$ cat src/rtl/picobello_pkg.sv
// Shared types and defaults for the picobello tile-to-tile link buffers.
// Performance snapshot layout and default buffer sizing live here.
package picobello_pkg;

  localparam int unsigned LinkBufDepth     = 2;
  localparam int unsigned LinkPerfCntWidth = 32;
  localparam int unsigned LinkUsageWidth   = $clog2(LinkBufDepth + 1);

  typedef struct packed {
    logic [LinkPerfCntWidth-1:0] flit_cnt;
    logic [LinkPerfCntWidth-1:0] stall_cnt;
    logic [LinkUsageWidth-1:0]   watermark;
  } link_perf_t;

endpackage

$ cat src/rtl/pb_sat_counter.sv
// Width-parameterised saturating event counter with synchronous clear.
// Clear wins over a same-cycle enable; the count sticks at all-ones.
module pb_sat_counter #(
  parameter int unsigned Width = 32
) (
  input  logic             clk_i,
  input  logic             rst_ni,
  input  logic             clear_i,
  input  logic             en_i,
  output logic [Width-1:0] cnt_o
);

  logic [Width-1:0] cnt_d, cnt_q;

  always_comb begin
    cnt_d = cnt_q;
    if (clear_i) begin
      cnt_d = '0;
    end else if (en_i && (cnt_q != {Width{1'b1}})) begin
      cnt_d = cnt_q + Width'(1);
    end
  end

  always_ff @(posedge clk_i or negedge rst_ni) begin
    if (!rst_ni) begin
      cnt_q <= '0;
    end else begin
      cnt_q <= cnt_d;
    end
  end

  assign cnt_o = cnt_q;

endmodule

$ cat src/rtl/floo_link_buffer.sv
// Registered FIFO between a router output port and the neighbour tile input,
// with flit/stall counters and an occupancy watermark for link profiling.
module floo_link_buffer
  import picobello_pkg::*;
#(
  parameter type         flit_t   = logic,
  parameter int unsigned Depth    = LinkBufDepth,
  parameter int unsigned CntWidth = 32,
  localparam int unsigned UsageW  = $clog2(Depth + 1)
) (
  input  logic                clk_i,
  input  logic                rst_ni,
  input  logic                clear_i,
  input  logic                in_valid_i,
  output logic                in_ready_o,
  input  flit_t               in_data_i,
  output logic                out_valid_o,
  input  logic                out_ready_i,
  output flit_t               out_data_o,
  output logic [UsageW-1:0]   usage_o,
  output logic [CntWidth-1:0] flit_cnt_o,
  output logic [CntWidth-1:0] stall_cnt_o,
  output logic [UsageW-1:0]   watermark_o
);

  localparam int unsigned PtrW = (Depth > 1) ? $clog2(Depth) : 1;

  if (Depth < 2) begin : gen_depth_check
    $error("floo_link_buffer: Depth must be at least 2");
  end

  flit_t             mem_q [Depth];
  logic [PtrW-1:0]   wr_ptr_d, wr_ptr_q;
  logic [PtrW-1:0]   rd_ptr_d, rd_ptr_q;
  logic [UsageW-1:0] usage_d, usage_q;
  logic [UsageW-1:0] wm_d, wm_q;
  logic              push, pop, stall;

  // Handshake flags depend only on the occupancy register, never on the
  // opposite side's inputs, so the buffer breaks both timing paths.
  assign in_ready_o  = (usage_q < UsageW'(Depth));
  assign out_valid_o = (usage_q != '0);
  assign out_data_o  = mem_q[rd_ptr_q];

  assign push  = in_valid_i && in_ready_o;
  assign pop   = out_valid_o && out_ready_i;
  assign stall = out_valid_o && !out_ready_i;

  always_comb begin
    wr_ptr_d = wr_ptr_q;
    rd_ptr_d = rd_ptr_q;
    usage_d  = usage_q;
    if (push) begin
      wr_ptr_d = (wr_ptr_q == PtrW'(Depth - 1)) ? '0 : wr_ptr_q + PtrW'(1);
    end
    if (pop) begin
      rd_ptr_d = (rd_ptr_q == PtrW'(Depth - 1)) ? '0 : rd_ptr_q + PtrW'(1);
    end
    case ({push, pop})
      2'b10:   usage_d = usage_q + UsageW'(1);
      2'b01:   usage_d = usage_q - UsageW'(1);
      default: usage_d = usage_q;
    endcase
  end

  // A clear restarts the peak from what is buffered right now.
  always_comb begin
    wm_d = wm_q;
    if (clear_i) begin
      wm_d = usage_q;
    end else if (usage_d > wm_q) begin
      wm_d = usage_d;
    end
  end

  always_ff @(posedge clk_i or negedge rst_ni) begin
    if (!rst_ni) begin
      wr_ptr_q <= '0;
      rd_ptr_q <= '0;
      usage_q  <= '0;
      wm_q     <= '0;
    end else begin
      wr_ptr_q <= wr_ptr_d;
      rd_ptr_q <= rd_ptr_d;
      usage_q  <= usage_d;
      wm_q     <= wm_d;
    end
  end

  // Payload storage is deliberately left without reset.
  always_ff @(posedge clk_i) begin
    if (push) begin
      mem_q[wr_ptr_q] <= in_data_i;
    end
  end

  pb_sat_counter #(
    .Width (CntWidth)
  ) i_flit_cnt (
    .clk_i   (clk_i),
    .rst_ni  (rst_ni),
    .clear_i (clear_i),
    .en_i    (pop),
    .cnt_o   (flit_cnt_o)
  );

  pb_sat_counter #(
    .Width (CntWidth)
  ) i_stall_cnt (
    .clk_i   (clk_i),
    .rst_ni  (rst_ni),
    .clear_i (clear_i),
    .en_i    (stall),
    .cnt_o   (stall_cnt_o)
  );

  assign usage_o     = usage_q;
  assign watermark_o = wm_q;

  assert property (@(posedge clk_i) disable iff (!rst_ni)
    usage_q <= UsageW'(Depth));

  assert property (@(posedge clk_i) disable iff (!rst_ni)
    (out_valid_o && !out_ready_i) |=> $stable(out_data_o));

endmodule

$ cat config.mk
export PLATFORM = sky130hd
export DESIGN_NAME = floo_link_buffer
export DESIGN_NICKNAME = d
export VERILOG_FILES = /design/src/rtl/picobello_pkg.sv /design/src/rtl/pb_sat_counter.sv /design/src/rtl/floo_link_buffer.sv
export SDC_FILE = /design/constraint.sdc
export NUM_CORES = 1
export LEC_CHECK = 0
export CAP_MARGIN = 30
export CORE_ASPECT_RATIO = 0.6
export CORE_MARGIN = 2
export CORE_UTILIZATION = 50
export CTS_BUF_LIST = sky130_fd_sc_hd__clkbuf_2 sky130_fd_sc_hd__clkbuf_4 sky130_fd_sc_hd__clkbuf_8
export CTS_CLUSTER_DIAMETER = 50
export DETAILED_ROUTE_END_ITERATION = 8
export HOLD_SLACK_MARGIN = 0.03
export PLACE_DENSITY_LB_ADDON = 0.2
export SLEW_MARGIN = 40
export SYNTH_ARGS = -nofsm -noshare
export SYNTH_HDL_FRONTEND = slang
export SYNTH_HIERARCHICAL = 1
export SYNTH_SLANG_ARGS = --single-unit
$ cat constraint.sdc
create_clock -name clk_i -period 3.1 [get_ports clk_i]
set_input_delay 0.465 -clock clk_i [delete_from_list [all_inputs] [get_ports clk_i]]
set_output_delay 0.465 -clock clk_i [all_outputs]
set_load 0.01 [all_outputs]
**Word-level counts from Yosys, hierarchy flattened**

Memories as Yosys holds them, arrays and structs flattened.
Cells that the tools add are included.
W data, S select, Z words.

- Add/sub/neg operators: 6
- Multiply operators: 0
- Div/mod/pow operators: 0
- $lt $le $gt $ge: 2
- Eq/ne operators: 4
- Shift-type cells: 0
- Multiplexer cells: 11
- Bitwise gates (word level): 0
- Reductions and logical operators: 10

Operator list:

| cell | count |
|---|---|
| $mux W32 | 4 |
| $add A32 B1 Y32 const B | 2 |
| $ne A32 B32 Y1 const B | 2 |
| $reduce_bool A2 Y1 | 4 |
| $logic_and A1 B1 Y1 | 5 |
| $mux W1 | 4 |
| $mux W2 | 2 |
| $pmux W2 S2 | 1 |
| $add A1 B1 Y1 const B | 2 |
| $add A2 B1 Y2 const B | 1 |
| $eq A2 B1 Y1 const B | 1 |
| $eq A2 B2 Y1 const B | 1 |
| $gt A2 B2 Y1 | 1 |
| $lt A2 B2 Y1 const B | 1 |
| $sub A2 B1 Y2 const B | 1 |
| $logic_not A1 Y1 | 1 |

- Register bits after elaboration: 70
- Bits in latches: 0
- Bits in writable memories: 2
- ROM bits: 0
- Output and inout bits: 71
- Memories: 1

Memory list:

| name | depth | bits a word | read ports | clocked after Yosys merged registers in | write ports | RTL line | source |
|---|---|---|---|---|---|---|---|
| mem_q | 2 | 1 | 1 | 0 | 1 | floo_link_buffer.sv:32 | `flit_t mem_q [Depth];` |

**Depth between registers and ports, before layout**

- Depth in word-level cells: 7
- Mapped depth: 12
- Gate-level depth less buffers: 12

**Hierarchy**

The synthesis kept the hierarchy.

Modules (own cells, without submodules):

| module | times used | cells an instance | area each (um2) |
|---|---|---|---|
| pb_sat_counter at i_stall_cnt | 1 | 198 | 1854.3 |
| pb_sat_counter at i_flit_cnt | 1 | 194 | 1810.5 |
| floo_link_buffer | 1 | 39 | 426.7 |

**Least setup slack after synthesis**

OpenSTA, ideal clock, no wires.

- Path type: reg-to-reg
- Start: reg usage_q[1] (netlist: usage_o[1])
- End: reg wm_q[0] (netlist: watermark_o[0])
- Setup time: 0.128 ns
- Data arrival time: 2.721 ns
- Required time: 2.972 ns
- Path slack: 0.251 ns
- Cell stages (with the launch flop): 12
- Path buffers: 0
- Clock period less this slack: 2.849 ns
- Path through: dfrtp_1 > inv_1 > nand2_1 > and2_1 > ha_1 > o21a_1 > or2_1 > ha_1 > nor2b_1 > a2bb2oi_2 > mux2i_1 > o22ai_1

- Longest elaborated chain between the ends: 6
- Elaborated cells between the ends (all ways): 13

RTL lines:

| element | RTL line | source |
|---|---|---|
| start, declared | floo_link_buffer.sv:35 | `logic [UsageW-1:0] usage_d, usage_q;` |
| start signal, assigned | floo_link_buffer.sv:85 | `usage_q <= usage_d;` |
| $lt A2 B2 Y1 * | floo_link_buffer.sv:41 | `assign in_ready_o = (usage_q < UsageW'(Depth));` |
| net in_ready_o | floo_link_buffer.sv:15 | `output logic in_ready_o,` |
| $logic_and A1 B1 Y1 * | floo_link_buffer.sv:45 | `assign push = in_valid_i && in_ready_o;` |
| $eq A2 B1 Y1 or $eq A2 B2 Y1 (tied branches) | floo_link_buffer.sv:59 | `case ({push, pop})` |
| $pmux W2 S2 * | floo_link_buffer.sv:59 |  |
| net usage_d[1] | floo_link_buffer.sv:35 |  |
| $gt A2 B2 Y1 * | floo_link_buffer.sv:71 | `end else if (usage_d > wm_q) begin` |
| $reduce_bool A2 Y1 (no source line) * | n/a |  |
| end signal, assigned | floo_link_buffer.sv:86 | `wm_q <= wm_d;` |
| end, declared | floo_link_buffer.sv:36 | `logic [UsageW-1:0] wm_d, wm_q;` |

Mark *: on every way through the listed nets, which the timed path passes. The rest lies on a longest branch. The select of a mux whose other input is x is not followed.
A chain may end at the register's enable or synchronous reset.

**Worst setup path after layout**

- Start: reg usage_q[0] (netlist: usage_o[0])
- End: reg wm_q[0] (netlist: watermark_o[0])

- Longest elaborated chain between the ends: 6
- Elaborated cells between the ends (all ways): 13

RTL lines:

| element | RTL line | source |
|---|---|---|
| $reduce_bool A2 Y1 * | floo_link_buffer.sv:42 | `assign out_valid_o = (usage_q != '0);` |
| $logic_and A1 B1 Y1 * | floo_link_buffer.sv:46 | `assign pop = out_valid_o && out_ready_i;` |
| net pop | floo_link_buffer.sv:37 | `logic push, pop, stall;` |
| $eq A2 B1 Y1 or $eq A2 B2 Y1 (tied branches) | floo_link_buffer.sv:59 |  |
| $pmux W2 S2 * | floo_link_buffer.sv:59 |  |
| net usage_d[1] | floo_link_buffer.sv:35 |  |
| $gt A2 B2 Y1 * | floo_link_buffer.sv:71 |  |
| $reduce_bool A2 Y1 (no source line) * | n/a |  |

Marks and branches as above.

==> metrics.md <==
| Metric | Value |
|---|---|
| CTS Hold Bufs | 0 |
| EDFF count, synth | 2 |
| Crit path max-delay family | simple AND/OR/NAND/NOR gates |
| Power Internal | 0.001885 W |
| Sequential power share | 41.0% |
| Antenna Nets Post-Route | 0 |
| Diode count | 0 |
| Status | finished, final reports clean |
| Most frequent cells in the layout | 74 x clkdlybuf4s50_1, 70 x dfrtp_1, 47 x nor2_1, 31 x a21oi_1, 26 x nand2_1 |
| Slowest stage delay, CP | 0.45 ns |
| Routed WL | just over 10 mm |
| Core area | roughly 8000 µm² |
| FF+latch area | between 1500 and 2000 µm² |
| Rows | 25 |
| Placed cell area | between 4000 and 5000 µm² |
| #FFs+latches synth | 72 |
| Final setup viols | 0 |
| Area grow syn2layout | 27.83% |
| Psw | 0.0007437 W |
| Count of buffers from port buffering | between 70 and 80 |
| Vias in the first global route | 3357 |
| Hold Vio Cnt, Final | 0 |
| Setup TNS | 0 ns |
| Gr usage total | 23.98% |
| Layout cells sized above 1 | 10.08% |
| Synth Area in Compound Gates | between 10% and 20% |
| P per Cell Area | 502.6 nW/µm² |
| Max_cap viols | 0 |
| Main synth FF type | dfrtp_1 |
| Final GP Congestion | between 0.8 and 0.9 |
| XOR/XNOR share of the synthesized area | 5.780% |
| Antenna violations before repair | 0 |
| Setup bufs post-CTS | 0 |
| Vias per cell | between 5 and 6 |
| Crit path capture type | register |
| DR WL/cell | 16.54 µm |
| CP max FO | 5 |
| Commonest non-fill, non-tap cell in the layout | clkdlybuf4s50_1 |
| Synth Warn # | 6 |
| Final Worst Setup Slack | 0.3243 ns |
| CTS max path bufs | 2 |
| Clk_skew | roughly 0.0043 ns |
| Die width | between 100 and 150 µm |
| Final instance area | roughly 5200 µm² |
| Worst slew pin tran | 0.8839 ns |
| Async set-reset flop share out of synthesis | between 90% and 100% |
| Die area | 8946 µm² |
| Clk sinks | 72 |
| First drt pass iteration count | 5 |
| Pleak | around 2 nW |
| Vias | around 3700 |
| Clock transition at the registers of the reported paths | 0.07 ns |
| Critical path arrival | 3.00 ns |
| Synthesized area per cell | 9.493 µm² |
| Root buffer cell | clkbuf_8 |
| Cts bufs inserted | 9 |
| RSZ-0062 raised after global routing | false |
| DR iter-0 viols | just over 300 |
| Top Ports | 77 |
| Net Count, Synth | roughly 440 |
| Most used cell, CP | ha_1 |
| GRT overflow | 0 |
| Multi-input combinational cell area | around 2200 µm² |
| Startpoint types | register |
| Largest family of logic cells by synthesized area | simple AND/OR/NAND/NOR gates |
| Yosys cell types | just over 60 |
| Post-Synth Simple-Gate Area | between 20% and 30% |
| CP Cell Sequence | inv_1 -> nand2_1 -> and2_1 -> ha_1 -> xnor2_1 -> o21a_1 -> or2_1 -> ha_1 -> nor2b_1 -> a2bb2oi_2 -> mux2i_1 -> o22ai_1 |
| Post-Synthesis Cells | between 400 and 500 |
| Mux contribution to synthesized area | under 10% |
| Filler cells | about 660 |
| WHS | between 0.05 and 0.06 ns |
| Synth Cell Area | 4091 µm² |
| Logic pwr share | roughly a quarter |
| Post-layout min period | around 2.8 ns |
| DRC viols | 0 |
| Dpl ws | 0.08327 ns |
| Share of the yosys chip area belonging to registers | between 40% and 50% |
| Initial Util | 51.70% |
| Period utilization | between 80 and 90% |
| WP data required | 3.32 ns |
| Worst path bufs/invs | 1 |
| Die height | about 74 µm |
| Sw Ratio | 28.30% |
| First-pass GRT wire length | between 15 and 20 mm |
| DP HPWL | 7.324 mm |
| Largest net degree at the start of global routing | 66 |
| Max transition margin | approximately two fifths |
| Cts repair resizes | 0 |
| Worst min path class | in -> async |
| Post-Synth Adder-Cell Area | ~1.5% |
| Fmax | ~360 MHz |
| H-Tree Depth | 3 |
| CP max stage cell | dfrtp_1 |
| Nets | about 520 |
| Crit path kind | reg -> reg |
| Worst-Skew Late Latency | about 0.35 ns |
| CTS tree | built |
| Clock Power Share | around 34% |
| Peak VDD IR | a little under 0.4 mV |
| Max Slew Vio Count | 0 |
==> cell type report <==
class                   instances  area share [%]
repair buffers                 82           15.74
clock buffers                  14           3.565
clock inverters                 2           1.148
flip-flops and latches         72           34.64
inverters                      15           1.077
well taps                     108           2.584
multi-input cells             331           41.24
==> path summary, 6_finish.rpt <==
check | from | end | slack (ns) | cells after the start
min | rst_ni | i_flit_cnt/cnt_o[25]$_DFFE_PN0P_ | 0.06 | 1
min reg2reg | rd_ptr_q$_DFFE_PN0P_ | rd_ptr_q$_DFFE_PN0P_ | 0.48 | 1
max in group asynchronous | rst_ni | i_stall_cnt/cnt_o[11]$_DFFE_PN0P_ | 2.47 | 2
min in group clk_i | rd_ptr_q$_DFFE_PN0P_ | rd_ptr_q$_DFFE_PN0P_ | 0.48 | 1
max reg2reg | usage_o[0]$_DFF_PN0_ | watermark_o[0]$_DFFE_PN0P_ | 0.32 | 12
max | usage_o[0]$_DFF_PN0_ | watermark_o[0]$_DFFE_PN0P_ | 0.32 | 12
==> power groups by stage <==
stage / Sequential [W] / Combinational (W) / Clock, W
global placement: 0.00109 / 0.000632 / 0
global route: 0.00109 / 0.000723 / 0.000961
detailed placement: 0.00110 / 0.000653 / 0
floorplan: 0.00110 / 0.000396 / 0
finish: 0.00108 / 0.000652 / 0.000899
CTS: 0.00108 / 0.000654 / 0.000918
==> routing by layer <==
metal  track usage [%]  part of all wire, %
met5                 0                    0
met4             5.814                 0.28
met3             7.515                  7.0
met2             32.77                   41
met1             36.77                   52
==> synthesized netlist by cell type, drive strengths merged, types with 3 or more instances <==
master / n / area, µm²
dfrtp: 70 / 1752
nor2: 47 / 176.4
a21oi: 31 / 155.2
nand2: 26 / 97.59
nand3: 24 / 125.1
o21ai: 19 / 95.09
or3: 18 / 112.6
xnor2: 18 / 157.7
and3: 15 / 98.84
inv: 15 / 56.30
nand4: 15 / 106.4
nor4: 14 / 115.1
mux2: 9 / 105.1
nor2b: 9 / 56.30
nor3: 9 / 45.04
xor2: 9 / 78.83
clkbuf: 8 / 30.03
or4: 8 / 67.56
and2: 6 / 37.54
o31ai: 6 / 58.81
a211oi: 5 / 37.54
buf: 5 / 36.28
ha: 5 / 62.56
a21o: 3 / 22.52
a31o: 3 / 26.28
mux2i: 3 / 30.03
o311ai: 3 / 33.79
==> registers in the layout, indices dropped and copies added, names as in the netlist <==
signal / flops
i_flit_cnt/cnt_o: 32
i_stall_cnt/cnt_o: 32
mem_q: 2
usage_o: 2
watermark_o: 2
rd_ptr_q: 1
wr_ptr_q: 1
==> stage by stage <==
step                power [W]  utilization (%)  instances
finish               0.002628            66.09        624
global route         0.002772            66.09        624
CTS                  0.002649            66.06        624
detailed placement   0.001748            62.94        608
global placement     0.001725            62.94        608
floorplan            0.001497                -        431
==> worst register-to-register path, cell delays in order (launching register included) <==
cell and delay (ns):
dfrtp_1 0.45, inv_1 0.14, nand2_1 0.07, and2_1 0.19, ha_1 0.20, xnor2_1 0.15, o21a_1 0.19, or2_1 0.25
ha_1 0.31, nor2b_1 0.16, a2bb2oi_2 0.23, mux2i_1 0.21, o22ai_1 0.09
==> cells by family after synthesis <==
group | Yosys count
XOR/XNOR | 27
adder cells (fa/ha/maj) | 5
AND/OR/NAND/NOR | 202
multiplexers | 12
flip-flops | 72
AO/OA/AOI/OAI | 85
buffers and inverters | 28
(Power assumes the default switching activity.)
